## src/rtl/rf_wb_arbiter_if.sv

```systemverilog
// rf_wb_arbiter_if: writeback pipe, late load return and register-file write port bundle.
interface rf_wb_arbiter_if;
  logic        pipe_valid;
  logic        pipe_we;
  logic [4:0]  pipe_rd;
  logic [31:0] pipe_data;
  logic        pipe_stall;
  logic        mem_valid;
  logic        mem_ready;
  logic [4:0]  mem_rd;
  logic [31:0] mem_data;
  logic        rf_we;
  logic [4:0]  rf_rd;
  logic [31:0] rf_wd;
  modport slave (
    input  pipe_valid, pipe_we, pipe_rd, pipe_data, mem_valid, mem_rd, mem_data,
    output pipe_stall, mem_ready, rf_we, rf_rd, rf_wd
  );
  modport master (
    output pipe_valid, pipe_we, pipe_rd, pipe_data, mem_valid, mem_rd, mem_data,
    input  pipe_stall, mem_ready, rf_we, rf_rd, rf_wd
  );
endinterface

```

## src/rtl/rf_wb_arbiter.sv

```systemverilog
// rf_wb_arbiter: shares one register-file write port between the in-order WB stage
// and a 2-deep buffer of late load returns, with anti-starvation forcing.
module rf_wb_arbiter #(
  parameter int unsigned STARVE_LIMIT = 4
) (
  input logic             clk,
  input logic             rst_n,
  rf_wb_arbiter_if.slave  bus
);
  typedef enum logic {NORMAL, FORCE} state_e;
  localparam logic [3:0] LIM = 4'(STARVE_LIMIT);
  state_e      state_q, state_d;
  logic [1:0]  cnt_q, cnt_d, pos;
  logic [3:0]  wait_q, wait_d;
  logic [4:0]  hd_rd_q, hd_rd_d, tl_rd_q, tl_rd_d;
  logic [31:0] hd_data_q, hd_data_d, tl_data_q, tl_data_d;
  logic        rf_we_q, rf_we_d;
  logic [4:0]  rf_rd_q, rf_rd_d;
  logic [31:0] rf_wd_q, rf_wd_d;
  logic        stall, pipe_req, grant_head, enq;
  assign stall      = (state_q == FORCE) | (cnt_q == 2'd2);
  assign pipe_req   = bus.pipe_valid & bus.pipe_we & (bus.pipe_rd != 5'd0) & ~stall;
  assign grant_head = (cnt_q != 2'd0) & ~pipe_req;
  assign enq        = bus.mem_valid & (cnt_q != 2'd2) & (bus.mem_rd != 5'd0);
  // slot for a new return is computed after the head has shifted out
  assign pos        = cnt_q - {1'b0, grant_head};
  always_comb begin
    hd_rd_d   = (enq & pos == 2'd0) ? bus.mem_rd   : grant_head ? tl_rd_q   : hd_rd_q;
    hd_data_d = (enq & pos == 2'd0) ? bus.mem_data : grant_head ? tl_data_q : hd_data_q;
    tl_rd_d   = (enq & pos == 2'd1) ? bus.mem_rd   : tl_rd_q;
    tl_data_d = (enq & pos == 2'd1) ? bus.mem_data : tl_data_q;
    cnt_d     = cnt_q + {1'b0, enq} - {1'b0, grant_head};
    wait_d    = (cnt_q == 2'd0 | grant_head) ? 4'd0 : (wait_q == LIM) ? wait_q : wait_q + 4'd1;
    state_d   = (state_q == NORMAL) ? ((wait_d == LIM) ? FORCE : NORMAL)
                                    : ((cnt_d == 2'd0) ? NORMAL : FORCE);
    rf_we_d   = grant_head | pipe_req;
    rf_rd_d   = grant_head ? hd_rd_q   : pipe_req ? bus.pipe_rd   : rf_rd_q;
    rf_wd_d   = grant_head ? hd_data_q : pipe_req ? bus.pipe_data : rf_wd_q;
  end
  always_ff @(posedge clk or negedge rst_n) begin
    if (!rst_n) begin
      state_q   <= NORMAL;
      cnt_q     <= 2'd0;
      wait_q    <= 4'd0;
      hd_rd_q   <= 5'd0;
      hd_data_q <= 32'd0;
      tl_rd_q   <= 5'd0;
      tl_data_q <= 32'd0;
      rf_we_q   <= 1'b0;
      rf_rd_q   <= 5'd0;
      rf_wd_q   <= 32'd0;
    end else begin
      state_q   <= state_d;
      cnt_q     <= cnt_d;
      wait_q    <= wait_d;
      hd_rd_q   <= hd_rd_d;
      hd_data_q <= hd_data_d;
      tl_rd_q   <= tl_rd_d;
      tl_data_q <= tl_data_d;
      rf_we_q   <= rf_we_d;
      rf_rd_q   <= rf_rd_d;
      rf_wd_q   <= rf_wd_d;
    end
  end
  assign bus.pipe_stall = stall;
  assign bus.mem_ready  = cnt_q != 2'd2;
  assign bus.rf_we      = rf_we_q;
  assign bus.rf_rd      = rf_rd_q;
  assign bus.rf_wd      = rf_wd_q;
endmodule

```

## src/flat_wrapper.sv

```systemverilog
// flat-port wrapper written by rule: the top's interface ports become plain ports
module rf_wb_arbiter_flat 
#(
  parameter int unsigned STARVE_LIMIT = 4
)
  (clk, rst_n, bus_pipe_valid, bus_pipe_we, bus_pipe_rd, bus_pipe_data, bus_mem_valid, bus_mem_rd, bus_mem_data, bus_pipe_stall, bus_mem_ready, bus_rf_we, bus_rf_rd, bus_rf_wd);
  rf_wb_arbiter_if bus_i ();
  input logic clk;
  input logic rst_n;
  input wire logic [$bits(bus_i.pipe_valid)-1:0] bus_pipe_valid;
  input wire logic [$bits(bus_i.pipe_we)-1:0] bus_pipe_we;
  input wire logic [$bits(bus_i.pipe_rd)-1:0] bus_pipe_rd;
  input wire logic [$bits(bus_i.pipe_data)-1:0] bus_pipe_data;
  input wire logic [$bits(bus_i.mem_valid)-1:0] bus_mem_valid;
  input wire logic [$bits(bus_i.mem_rd)-1:0] bus_mem_rd;
  input wire logic [$bits(bus_i.mem_data)-1:0] bus_mem_data;
  output wire logic [$bits(bus_i.pipe_stall)-1:0] bus_pipe_stall;
  output wire logic [$bits(bus_i.mem_ready)-1:0] bus_mem_ready;
  output wire logic [$bits(bus_i.rf_we)-1:0] bus_rf_we;
  output wire logic [$bits(bus_i.rf_rd)-1:0] bus_rf_rd;
  output wire logic [$bits(bus_i.rf_wd)-1:0] bus_rf_wd;
  assign bus_i.pipe_valid = bus_pipe_valid;
  assign bus_i.pipe_we = bus_pipe_we;
  assign bus_i.pipe_rd = bus_pipe_rd;
  assign bus_i.pipe_data = bus_pipe_data;
  assign bus_i.mem_valid = bus_mem_valid;
  assign bus_i.mem_rd = bus_mem_rd;
  assign bus_i.mem_data = bus_mem_data;
  assign bus_pipe_stall = bus_i.pipe_stall;
  assign bus_mem_ready = bus_i.mem_ready;
  assign bus_rf_we = bus_i.rf_we;
  assign bus_rf_rd = bus_i.rf_rd;
  assign bus_rf_wd = bus_i.rf_wd;
  rf_wb_arbiter #(.STARVE_LIMIT(STARVE_LIMIT)) u_core (.clk(clk), .rst_n(rst_n), .bus(bus_i));
endmodule
```

## config.mk

```make
export PLATFORM = sky130hd
export DESIGN_NAME = rf_wb_arbiter_flat
export DESIGN_NICKNAME = d
export VERILOG_FILES = /design/src/rtl/rf_wb_arbiter_if.sv /design/src/rtl/rf_wb_arbiter.sv /design/src/flat_wrapper.sv
export SDC_FILE = /design/constraint.sdc
export NUM_CORES = 1
export LEC_CHECK = 0
export BUFFER_PORTS_ARGS = -buffer_cell sky130_fd_sc_hd__clkbuf_2
export CAP_MARGIN = 30
export CORE_ASPECT_RATIO = 1.5
export CORE_MARGIN = 2
export CORE_UTILIZATION = 35
export DETAILED_ROUTE_END_ITERATION = 16
export GPL_ROUTABILITY_DRIVEN = 0
export SKIP_LAST_GASP = 1
export SLEW_MARGIN = 10
export SYNTH_ARGS = -nofsm -noshare
export SYNTH_HDL_FRONTEND = slang
export SYNTH_SLANG_ARGS = --single-unit
```

## constraint.sdc

```tcl
create_clock -name clk -period 6 [get_ports clk]
set_clock_uncertainty 0.05 [all_clocks]
set_input_delay 0.3 -clock clk [delete_from_list [all_inputs] [get_ports clk]]
set_output_delay 0.3 -clock clk [all_outputs]
set_load 0.005 [all_outputs]
```

Word level (Yosys, flattened, before mapping)
Cells that the tools add are included.
{ "totals": {"regBits": 119, "word_cells": 53, "output_inout_bits": 40} }
{ "classes": {"bitwise": 13, "mux": 13, "n_reduce_logical": 8, "add_sub_neg": 4, "n_eq_ne": 5} }
{ "ops": {"columns": ["op", "n"], "rows": [
  ["$mux W32", 4],
  ["$mux W5", 4],
  ["$reduce_bool A5 Y1", 2],
  ["$and A1 B1 Y1", 8],
  ["$eq A4 B3 Y1 const B", 2],
  ["$mux W4", 2],
  ["$logic_not A2 Y1", 3],
  ["$reduce_bool A2 Y1", 3],
  ["$add A4 B1 Y4 const B", 1],
  ["$sub A2 B1 Y2", 2],
  ["$mux W1", 3],
  ["$or A1 B1 Y1", 3],
  ["$add A2 B1 Y2", 1],
  ["$eq A2 B1 Y1 const B", 1],
  ["$eq A2 B2 Y1 const B", 1],
  ["$ne A2 B2 Y1 const B", 1],
  ["$not A1 Y1", 2]
]} }

Depth between registers and ports, before layout
Gate-level depths: netlist of run 1.
{ "logic_depth": {"ltp_word": 11, "mapped_depth": 11, "mapped_depth_nobuf": 9} }

Worst setup path after synthesis of run 1
No wires, ideal clock.
{ "synth_timing": {"kind": "reg2reg", "startpoint": "register u_core.cnt_q[1]", "endpoint": "register u_core.hd_data_q[0]", "path_slack_ns": 3.809, "path_stages_with_launch": 7, "setup_time_ns": 0.125, "t_arrival_ns": 2.016, "required_ns": 5.825, "path_buffers": 1, "cell_sequence": "dfrtp_1 -> or2b_2 -> nand2b_2 -> o32ai_4 -> buf_6 -> mux2_4 -> mux2_2"} }
{ "synth_lines": {"columns": ["element", "line_no", "source"], "rows": [
  ["start: declaration", "rf_wb_arbiter.sv:13", "logic [1:0] cnt_q, cnt_d, pos;"],
  ["start signal: assignment", "rf_wb_arbiter.sv:54", "cnt_q <= cnt_d;"],
  ["$ne A2 B2 Y1 (*)", null, null],
  ["net bus_mem_ready", "flat_wrapper.sv:18", "output wire logic [$bits(bus_i.mem_ready)-1:0] bus_mem_ready;"],
  ["$and A1 B1 Y1 (*) (2 in a row)", "rf_wb_arbiter.sv:24", "assign enq = bus.mem_valid & (cnt_q != 2'd2) & (bus.mem_rd != 5'd0);"],
  ["$and A1 B1 Y1 (*)", "rf_wb_arbiter.sv:29", "hd_data_d = (enq & pos == 2'd0) ? bus.mem_data : grant_head ? tl_data_q : hd_data_q;"],
  ["$mux W32 / $reduce_bool A2 Y1 (equally long branches)", null, null],
  ["end signal: assignment", "rf_wb_arbiter.sv:57", "hd_data_q <= hd_data_d;"],
  ["end: declaration", "rf_wb_arbiter.sv:16", "logic [31:0] hd_data_q, hd_data_d, tl_data_q, tl_data_d;"]
]} }
Mark *: on every way through the listed nets, which the timed path passes. The rest lies on a longest branch.
A chain may end at the register's enable or synchronous reset.

Worst setup path in the final report of run 1
{ "layout_timing": {"startpoint": "register u_core.cnt_q[0]", "endpoint": "register u_core.hd_data_q[21]"} }
{ "layout_via": {"elab_chain_cells": 10} }
{ "layout_lines": {"columns": ["element", "line_no", "source"], "rows": [
  ["$eq A2 B2 Y1", "rf_wb_arbiter.sv:21", "assign stall = (state_q == FORCE) | (cnt_q == 2'd2);"],
  ["$or A1 B1 Y1", "rf_wb_arbiter.sv:21", null],
  ["$not A1 Y1", "rf_wb_arbiter.sv:22", "assign pipe_req = bus.pipe_valid & bus.pipe_we & (bus.pipe_rd != 5'd0) & ~stall;"],
  ["$and A1 B1 Y1", "rf_wb_arbiter.sv:22", null],
  ["$not A1 Y1", "rf_wb_arbiter.sv:23", "assign grant_head = (cnt_q != 2'd0) & ~pipe_req;"],
  ["$and A1 B1 Y1", "rf_wb_arbiter.sv:23", null],
  ["$sub A2 B1 Y2", "rf_wb_arbiter.sv:26", "assign pos = cnt_q - {1'b0, grant_head};"],
  ["$logic_not A2 Y1", "rf_wb_arbiter.sv:29", null],
  ["$and A1 B1 Y1", "rf_wb_arbiter.sv:29", null],
  ["$mux W32 / $reduce_bool A2 Y1 (equally long branches)", null, null]
]} }
Several ways; a longest one is shown, not always the timed one.

==> metrics.md, run 1 <==
| Metric | Value |
|---|---|
| Status | complete, no violations |
| Startpoint types | register |
| DIE AREA | 16900 µm² |
| RSZ-0062 raised after global routing | no |
| Net Sw Power | 1.17 mW |
| Final setup viols | 0 |
| Worst hold-check path type | in2reg |
| GRT Overall Usage | between 10% and 20% |
| Vias/cell | 4.76 |
| Sw Share | 30.0% |
| P_leak | 3.29 nW |
| Worst setup EP type | register |
| Clock tree sinks | 119 |
| Hold Fails Final Rpt | 0 |
| Chip height | 158 µm |
| Fill count | 1459 |
| CTS Buffer Depth | 2 |
| Vias in the first global route | 3911 |
| Max Fclk | ~320 MHz |
| Layout cell share with drive strength beyond 1 | between 50% and 60% |
| Detail Route Antenna Nets | 0 |
| WL final | approximately 12 mm |
| Initial DRC Count | 100 |
| Total global routing overflow | 0 |
| Clock power share | between 20 and 30% |
| Total power | 3.91 mW |
| Period minus WS final | 3140 ps |
| Area of the multi-input gates | 2410 µm² |
| Reg clk slew, reported paths | 60 ps |
| Setup_tns | 0 ps |
| Slew HR | 35.2% |
| Share of the synthesized area in the top cell type | 53.7% |
| Peak supply drop | around 0.24 mV |
| Average wire per standard cell | between 15 and 20 µm |
| Resize count post-CTS | 0 |
| Syn Nets | 491 |
| Clock root buffer | clkbuf_16 |
| Initial antenna violation count | 0 |
| Most frequent cells in the layout | 119 x dfrtp_1, 117 x clkbuf_2, 81 x mux2_2, 43 x nand2_1, 41 x o21ai_0 |
| First-pass GRT wire length | 19.7 mm |
| Row Count | 56 |
| Largest net degree at the start of global routing | 63 |
| Instance count of the mapped netlist | 409 |
| Seq/Total Area, Yosys | 53.7% |
| Via count | 3565 |
| Post-synthesis cell type count | 32 |
| Starting Density | a little over a third |
| Ys async rst share | 100% |
| Post-Layout Cell Count | 749 |
| DRC Markers | 0 |
| Period utilisation layout | 52.4% |
| Crit path required time | 6240 ps |
| Number of max-cap violations | 0 |
| Most common cell after layout, fill and taps aside | dfrtp_1 |
| Cell count after placement | 716 |
| Htree depth | 4 |
| Synth Flop Type | dfrtp_1 |
| Cts bufs inserted | 17 |
| Pint | 2.74 mW |
| Combinational share of power | 36.6% |
| Main area contributors after synthesis | dfrtp_1 54%, mux2_2 16%, mux2_4 8.1% |
| Final design utilization | 44.6% |
| Clk Latency, worst-skew pair | 410 ps |
| DRT Pass-1 Iters | 6 |
| CP max FO | 24 |
| EDFF count, synth | 0 |
| Horiz. Die Dim | ~110 µm |
| I/O pin total | 119 |
| Power per Cell Area | 564 nW/µm² |
| Ys Warns | 0 |
| CTS tree | built |
| Antenna Cells | 0 |
| Fin nets | 615 |
| Core ar. | 15600 µm² |
| Final HPWL DP | between 8 and 9 mm |
| Register area | 2980 µm² |
| Avg Cell Area, Syn | 13.5 µm² |
| FF+latch count, synth | 119 |
| Worst Path Arrival | between 3000 and 4000 ps |
| Post-Syn Area | 5540 µm² |
| Critical path type | reg2reg |
| Setup Buffers After CTS | 0 |
| CTS Hold Buffers Added | 1 |
| Fin. max-slew vios | 0 |
| Synth area leader | dfrtp_1 |
| Port-buffer cells | 118 |
| Area growth from synthesis to layout | 25.2% |
| Reg2reg setup slack | approximately 2900 ps |
| Slew @ Worst Pin | approximately 970 ps |
| Reg power frac | between 30% and 40% |
state kept, by name (all words and copies together) (netlist names), 2 cells and up:
register	flops
u_core.hd_data_q	32
u_core.bus.rf_wd	32
u_core.tl_rd_q	5
u_core.tl_data_q	32
u_core.wait_q	4
u_core.cnt_q	2
u_core.hd_rd_q	5
u_core.bus.rf_rd	5
critical path, cell delays in order, from the launching register on:
cell and delay [ps]:
dfrtp_1 560, or2b_2 230, nand2b_2 120, o32ai_4 870, buf_4 550, mux2_2 380
mux2_2 260
cell families (layout without fill, tap and decap cells):
group	Yosys count	in the layout	share of synthesized area [%]
AO/OA/AOI/OAI	47	47	5.04
XOR/XNOR	2	2	0.316
adder cells (fa/ha/maj)	3	3	0.677
buffers and inverters	25	162	2.84
flip-flops	119	119	53.7
multiplexers	148	148	31.3
AND/OR/NAND/NOR	65	65	6.12
layer usage:
metal | global-route usage [%] | vias to the layer above | share of wire (%)
met1 | 16.9 | 1771 | 40
met2 | 26.9 | 80 | 54
met5 | 0 | - | 0
met3 | 3.58 | 19 | 3.7
li1 | - | 1695 | -
met4 | 7.67 | 0 | 2.7
power by group through the flow:
| stage | sequential [mW] | combinational [mW] | clock (mW) |
|---|---|---|---|
| 3_5_place_dp | 1.45 | 1.45 | 0 |
| 5_1_grt | 1.48 | 1.57 | 1.10 |
| 6_report | 1.44 | 1.43 | 1.05 |
| 2_1_floorplan | 1.38 | 1.13 | 0 |
| 4_1_cts | 1.44 | 1.46 | 1.07 |
| 3_3_place_gp | 1.43 | 1.40 | 0 |
metrics by stage:
step | hold WS (ps) | area, µm² | setup WS [ps]
after global routing | 32.3 | 6940 | 2670
after detailed placement | 393 | 6310 | 2850
after global placement | 378 | 6300 | 2830
after CTS | 30.0 | 6940 | 2810
after floorplan | -45.6 | 5540 | 3810
final | 38.8 | 6940 | 2860
path summary, 6_finish.rpt:
kind / end / cells past startpoint / startpoint
max: u_core.hd_data_q[21] / 6 / u_core.cnt_q[0]
min: u_core.bus.rf_wd[29] / 3 / bus_pipe_data[29]
max reg2reg: u_core.hd_data_q[21] / 6 / u_core.cnt_q[0]
min reg2reg: u_core.tl_data_q[15] / 1 / u_core.tl_data_q[15]
max in group asynchronous: u_core.tl_data_q[29] / 3 / rst_n
min in group asynchronous: u_core.bus.rf_wd[26] / 2 / rst_n
cell type report:
cell class | instances | share of cell area, %
flip-flops and latches | 119 | 42.9
well taps | 203 | 3.66
repair buffers | 126 | 9.55
clock inverters | 12 | 2.16
clock buffers | 20 | 6.72
multi-input cells | 265 | 34.8
inverters | 4 | 0.216
synth_stat cells, types with 2 or more instances:
cell type	count
nor2_1	4
o21ai_0	41
buf_6	6
mux2_2	81
dfrtp_1	119
nor3_4	2
buf_4	4
buf_2	3
nand2_1	43
xnor2_1	2
and3_1	2
mux2i_1	37
nand3_1	4
inv_1	4
mux2_4	30
clkbuf_1	8
nor3_1	2
ha_1	3
Note: power is estimated with default switching activity, not from simulation.
==> run 2, diff against run 1 <==
==> constraint.sdc (replaced) <==
create_clock -name clk -period 2.55 [get_ports clk]
set_clock_uncertainty 0.05 [all_clocks]
set_input_delay 0.1275 -clock clk [delete_from_list [all_inputs] [get_ports clk]]
set_output_delay 0.1275 -clock clk [all_outputs]
set_load 0.005 [all_outputs]
==> metrics.md, run 2 (synthesis results as in run 1) <==
| Metric | Value |
|---|---|
| Status | complete, no violations |
| Startpoint types | register |
| Pint | 6.64 mW |
| Critical Path Sink | u_core.tl_data_q[30] |
| CTS Buffer Depth | 2 |
| Most frequent cells in the layout | 119 x dfrtp_1, 117 x clkbuf_2, 81 x mux2_2, 75 x dlygate4sd3_1, 43 x nand2_1 |
| Area of the multi-input gates | 2410 µm² |
| Placed cell areas | ~6400 µm² |
| Clock power share | about a quarter |
| Peak supply drop | between 0.7 and 0.8 mV |
| Setup_tns | 0 ps |
| Row Count | 56 |
| Critical R2R Launch | u_core.cnt_q[1] |
| Fin. max-slew vios | 0 |
| Sw Share | between 20% and 30% |
| Power per Cell Area | between 1000 and 1500 nW/µm² |
| Register area | just under 3000 µm² |
| Resize count post-CTS | 0 |
| Largest net degree at the start of global routing | 62 |
| DRC Markers | 0 |
| Fill count | 1389 |
| Core ar. | 15600 µm² |
| Total global routing overflow | 0 |
| DRT Pass-1 Iters | 6 |
| Final setup viols | 0 |
| Detail Route Antenna Nets | 0 |
| Reg clk slew, reported paths | 50 ps |
| Slew @ Worst Pin | about 800 ps |
| CP max FO | 16 |
| Slew HR | 45.9% |
| Via count | ~3900 |
| Vias in the first global route | 4200 |
| Port-buffer cells | 118 |
| I/O pin total | around 120 |
| Clock tree sinks | 119 |
| DIE AREA | approximately 17000 µm² |
| Worst setup EP type | register |
| First-pass GRT wire length | approximately 20 mm |
| Reg power frac | 35.5% |
| Horiz. Die Dim | 107 µm |
| R2R depth | 6 |
| Antenna Cells | 0 |
| Chip height | 158 µm |
| Clock root buffer | clkbuf_16 |
| RSZ-0062 raised after global routing | no |
| Critical path type | reg2reg |
| Worst Path Arrival | 2530 ps |
| Net Sw Power | 2.80 mW |
| Setup crit start | u_core.cnt_q[1] |
| Hold Fails Final Rpt | 0 |
| FF-to-FF End | u_core.tl_data_q[30] |
| Post-route cell area | ~7800 µm² |
| Cts bufs inserted | 17 |
| Vias/cell | about 4.7 |
| Period utilisation layout | between 90% and 100% |
| Area growth from synthesis to layout | 40.3% |
| Max Fclk | ~430 MHz |
| Number of max-cap violations | 0 |
| CTS tree | built |
| Starting Density | 35.6% |
| Period minus WS final | 2300 ps |
| Most common cell after layout, fill and taps aside | dfrtp_1 |
| Average wire per standard cell | approximately 15 µm |
| Reg2reg setup slack | between 200 and 250 ps |
| Clk Latency, worst-skew pair | 400 ps |
| Layout cell share with drive strength beyond 1 | 45.4% |
| Final HPWL DP | 8.48 mm |
| WL final | 12.6 mm |
| Htree depth | 4 |
| GRT Overall Usage | 15.7% |
| Fin nets | between 600 and 700 |
| Initial antenna violation count | 0 |
| Combinational share of power | 38.1% |
| P_leak | 3.64 nW |
| Crit path required time | 2780 ps |
| Initial DRC Count | 129 |
| Worst hold-check path type | in2reg |
## run 2: changes by cell type in the layout (fill, tap and decap cells not counted), moves of 3 or more
cell	before	now
clkbuf_8	3	0
clkinv_4	2	5
buf_12	0	5
dlygate4sd3_1	1	75
## run 2: timing repair
item,in CTS,in global routing
endpoints found under the hold margin,171,0
hold buffers,75,0
setup buffers,0,0
endpoints found under the setup margin,0,0
## run 2: power by group through the flow
| stage | sequential (mW) | combinational, mW | clock, mW |
|---|---|---|---|
| after floorplan | 3.25 | 2.65 | 0 |
| after global placement | 3.36 | 3.43 | 0 |
| after detailed placement | 3.40 | 3.54 | 0 |
| after CTS | 3.37 | 3.65 | 2.57 |
| after global routing | 3.47 | 3.96 | 2.64 |
| final | 3.35 | 3.60 | 2.50 |
## run 2: how the worst min path moves through the flow
stage	startpoint	endpoint	slack [ps]	depth (start not counted)
floorplan	rst_n	u_core.bus.rf_rd[0]	-220	0
global placement	rst_n	u_core.bus.rf_wd[26]	210	1
detailed placement	rst_n	u_core.bus.rf_wd[26]	230	1
CTS	bus_mem_valid	u_core.cnt_q[0]	120	3
global route	bus_mem_valid	u_core.cnt_q[0]	130	3
finish	bus_mem_valid	u_core.cnt_q[0]	130	3
## run 2: cell type report
class | count | share of cell area [%]
Clock buffer | 17 | 5.47
Clock inverter | 15 | 2.61
Inverter | 4 | 0.193
Multi-Input combinational cell | 265 | 31.0
Sequential cell | 119 | 38.3
Tap cell | 203 | 3.27
Timing Repair Buffer | 204 | 19.1
## run 2: critical path, stage by stage, from the launching register on
cell and delay, ps:
dfrtp_1 450, or2b_2 240, nor3b_4 340, o21ai_2 170, nor3_4 260, buf_4 290, mux2_2 360
## run 2: per-layer routing
metal / global-route usage, % / vias to the layer above / routed length (µm)
li1: - / 1852 / -
met1: 17.4 / 1922 / 5160
met2: 28.5 / 73 / 6870
met3: 3.99 / 22 / 278
met4: 6.43 / 0 / 304
met5: 0 / - / 0
## run 2: stage by stage
stage / hold WS (ps) / std cells / setup WS, ps / util (%) / power [mW]
detailed placement: 225 / 720 / 232 / 41.1 / 6.94
global route: 134 / 827 / 129 / 50.0 / 10.1
global placement: 207 / 720 / 317 / 41.1 / 6.79
CTS: 123 / 827 / 223 / 50.0 / 9.59
finish: 135 / 827 / 249 / 50.0 / 9.45
floorplan: -218 / 409 / 359 / - / 5.90
==> run 3, diff against run 2 <==
--- a/config.mk
+++ b/config.mk
@@ -12,6 +12,7 @@
 export CORE_UTILIZATION = 35
 export DETAILED_ROUTE_END_ITERATION = 16
 export GPL_ROUTABILITY_DRIVEN = 0
+export RECOVER_POWER = 100
 export SKIP_LAST_GASP = 1
 export SLEW_MARGIN = 10
 export SYNTH_ARGS = -nofsm -noshare
==> metrics.md, run 3 (synthesis results as in run 1) <==
| Metric | Value |
|---|---|
| Status | complete, but fails checks |
| Failing checks | max-capacitance violations, max-slew violations |
| Critical R2R Launch | u_core.cnt_q[1] |
| Largest net degree at the start of global routing | 62 |
| Detail Route Antenna Nets | 0 |
| CP delay by family, top | simple AND/OR/NAND/NOR gates |
| Setup Buffers After CTS | 0 |
| Fin. max-slew vios | 62 |
| Area of the multi-input gates | 2310 µm² |
| Row Count | 56 |
| Chain of cells forming the critical path | or2b_2 > nor3b_4 > o21ai_2 > nor3_4 > clkbuf_4 > mux2_2 |
| Setup_tns | 0 ps |
| Period utilisation layout | 91.1% |
| CP max stage cell | dfrtp_1 |
| Most frequent cells in the layout | 119 x dfrtp_1, 91 x clkbuf_2, 81 x mux2_2, 75 x dlygate4sd3_1, 43 x nand2_1 |
| DRC Markers | 0 |
| Layout cell share with drive strength beyond 1 | 36.2% |
| Startpoint types | register |
| Clk Latency, worst-skew pair | approximately 400 ps |
| RSZ-0062 raised after global routing | no |
| Cts bufs inserted | 17 |
| Final HPWL DP | roughly 8.5 mm |
| Worst Path Arrival | between 2000 and 3000 ps |
| I/O pin total | 119 |
| Vias/cell | 4.71 |
| Slew @ Worst Pin | 1580 ps |
| Fin nets | approximately 690 |
| Crit path buffers/inverters | 1 |
| Peak supply drop | 0.700 mV |
| Fill count | 1436 |
| Placed cell areas | 6400 µm² |
| Most common cell after layout, fill and taps aside | dfrtp_1 |
| Power per Cell Area | 1190 nW/µm² |
| Antenna Cells | 0 |
| Slew HR | -5.36% |
| Period minus WS final | ~2300 ps |
| Hold Startpoint | bus_mem_valid |
| Critical path type | reg2reg |
| Clock root buffer | clkbuf_16 |
| Slowest stage delay, CP | 440 ps |
| Final setup viols | 0 |
| Initial DRC Count | ~130 |
| CTS Hold Buffers Added | between 70 and 80 |
| CTS tree | built |
| Number of max-cap violations | 1 |
| Reg clk slew, reported paths | 50 ps |
| Total power | 9.02 mW |
| Register area | 2980 µm² |
| Starting Density | 35.6% |
| Average wire per standard cell | between 15 and 20 µm |
| P_leak | 3.44 nW |
| Vias in the first global route | between 4000 and 5000 |
| Total global routing overflow | 0 |
| Initial antenna violation count | 0 |
| Htree depth | 4 |
| CP max FO | 21 |
| Worst hold-check path type | in2reg |
| Clock tree sinks | 119 |
| Worst setup EP type | register |
| Resize count post-CTS | 0 |
| Core ar. | roughly 16000 µm² |
| Post-route cell area | 7600 µm² |
| Hold Fails Final Rpt | 0 |
| Area growth from synthesis to layout | 37.2% |
| GRT Overall Usage | roughly 16% |
| WL final | 12.6 mm |
| First-pass GRT wire length | 20.4 mm |
| Via count | 3892 |
| Crit path required time | 2780 ps |
| Max Fclk | 431 MHz |
| CTS Buffer Depth | 2 |
| Chip height | between 150 and 200 µm |
| Port-buffer cells | 118 |
| DRT Pass-1 Iters | 6 |
| Horiz. Die Dim | approximately 110 µm |
| DIE AREA | about 17000 µm² |
| Setup crit start | u_core.cnt_q[1] |
run 3: cell types whose count changed in the layout (fill, tap and decap cells not counted), moves of 2 or more:
cell      change
buf_1         +2
buf_12        -2
buf_4         -5
clkbuf_1     +28
clkbuf_2     -26
clkbuf_4      +2
mux2_1       +26
mux2_4       -26
run 3: worst register-to-register path, cell delays in order (launching register included):
cell and delay (ps):
dfrtp_1 440, or2b_2 230, nor3b_4 340, o21ai_2 170, nor3_4 210, clkbuf_4 370, mux2_2 400
run 3: cell type report:
cell class                 count  share of cell area [%]
clock inverter                15                    2.67
inverter                       4                   0.197
sequential                   119                    39.2
multi-input combinational    265                    30.4
timing repair buffer         204                    18.7
tap                          203                    3.34
clock buffer                  17                    5.59
run 3: per-stage QoR:
step	util (%)	instances	hold WS, ps	setup WS (ps)
2_1_floorplan	-	409	-218	359
3_3_place_gp	41.1	720	207	317
3_5_place_dp	41.1	720	225	232
4_1_cts	50.0	827	123	223
5_1_grt	48.9	827	134	104
6_report	48.9	827	134	228
run 3: path summary, 6_finish.rpt:
check	endpoint	slack, ps	cells past startpoint
max reg2reg	u_core.tl_data_q[1]	230	6
min reg2reg	u_core.tl_data_q[0]	450	1
min	u_core.cnt_q[0]	130	3
min in group asynchronous	u_core.bus.rf_wd[26]	600	2
max in group asynchronous	u_core.tl_data_q[10]	550	3
max	u_core.tl_data_q[1]	230	6
run 3: per-layer routing:
metal | vias up | track usage (%) | share of wire (%)
met5 | - | 0 | 0
li1 | 1856 | - | -
met1 | 1940 | 17.4 | 41
met2 | 75 | 28.5 | 55
met4 | 0 | 6.43 | 2.3
met3 | 21 | 3.99 | 2.3
run 3: where the power goes:
group          total, mW  internal (mW)  switching (mW)
clock network       2.50           1.64           0.860
registers           3.33           2.82           0.503
logic               3.20           1.82            1.38
total               9.02           6.28            2.74
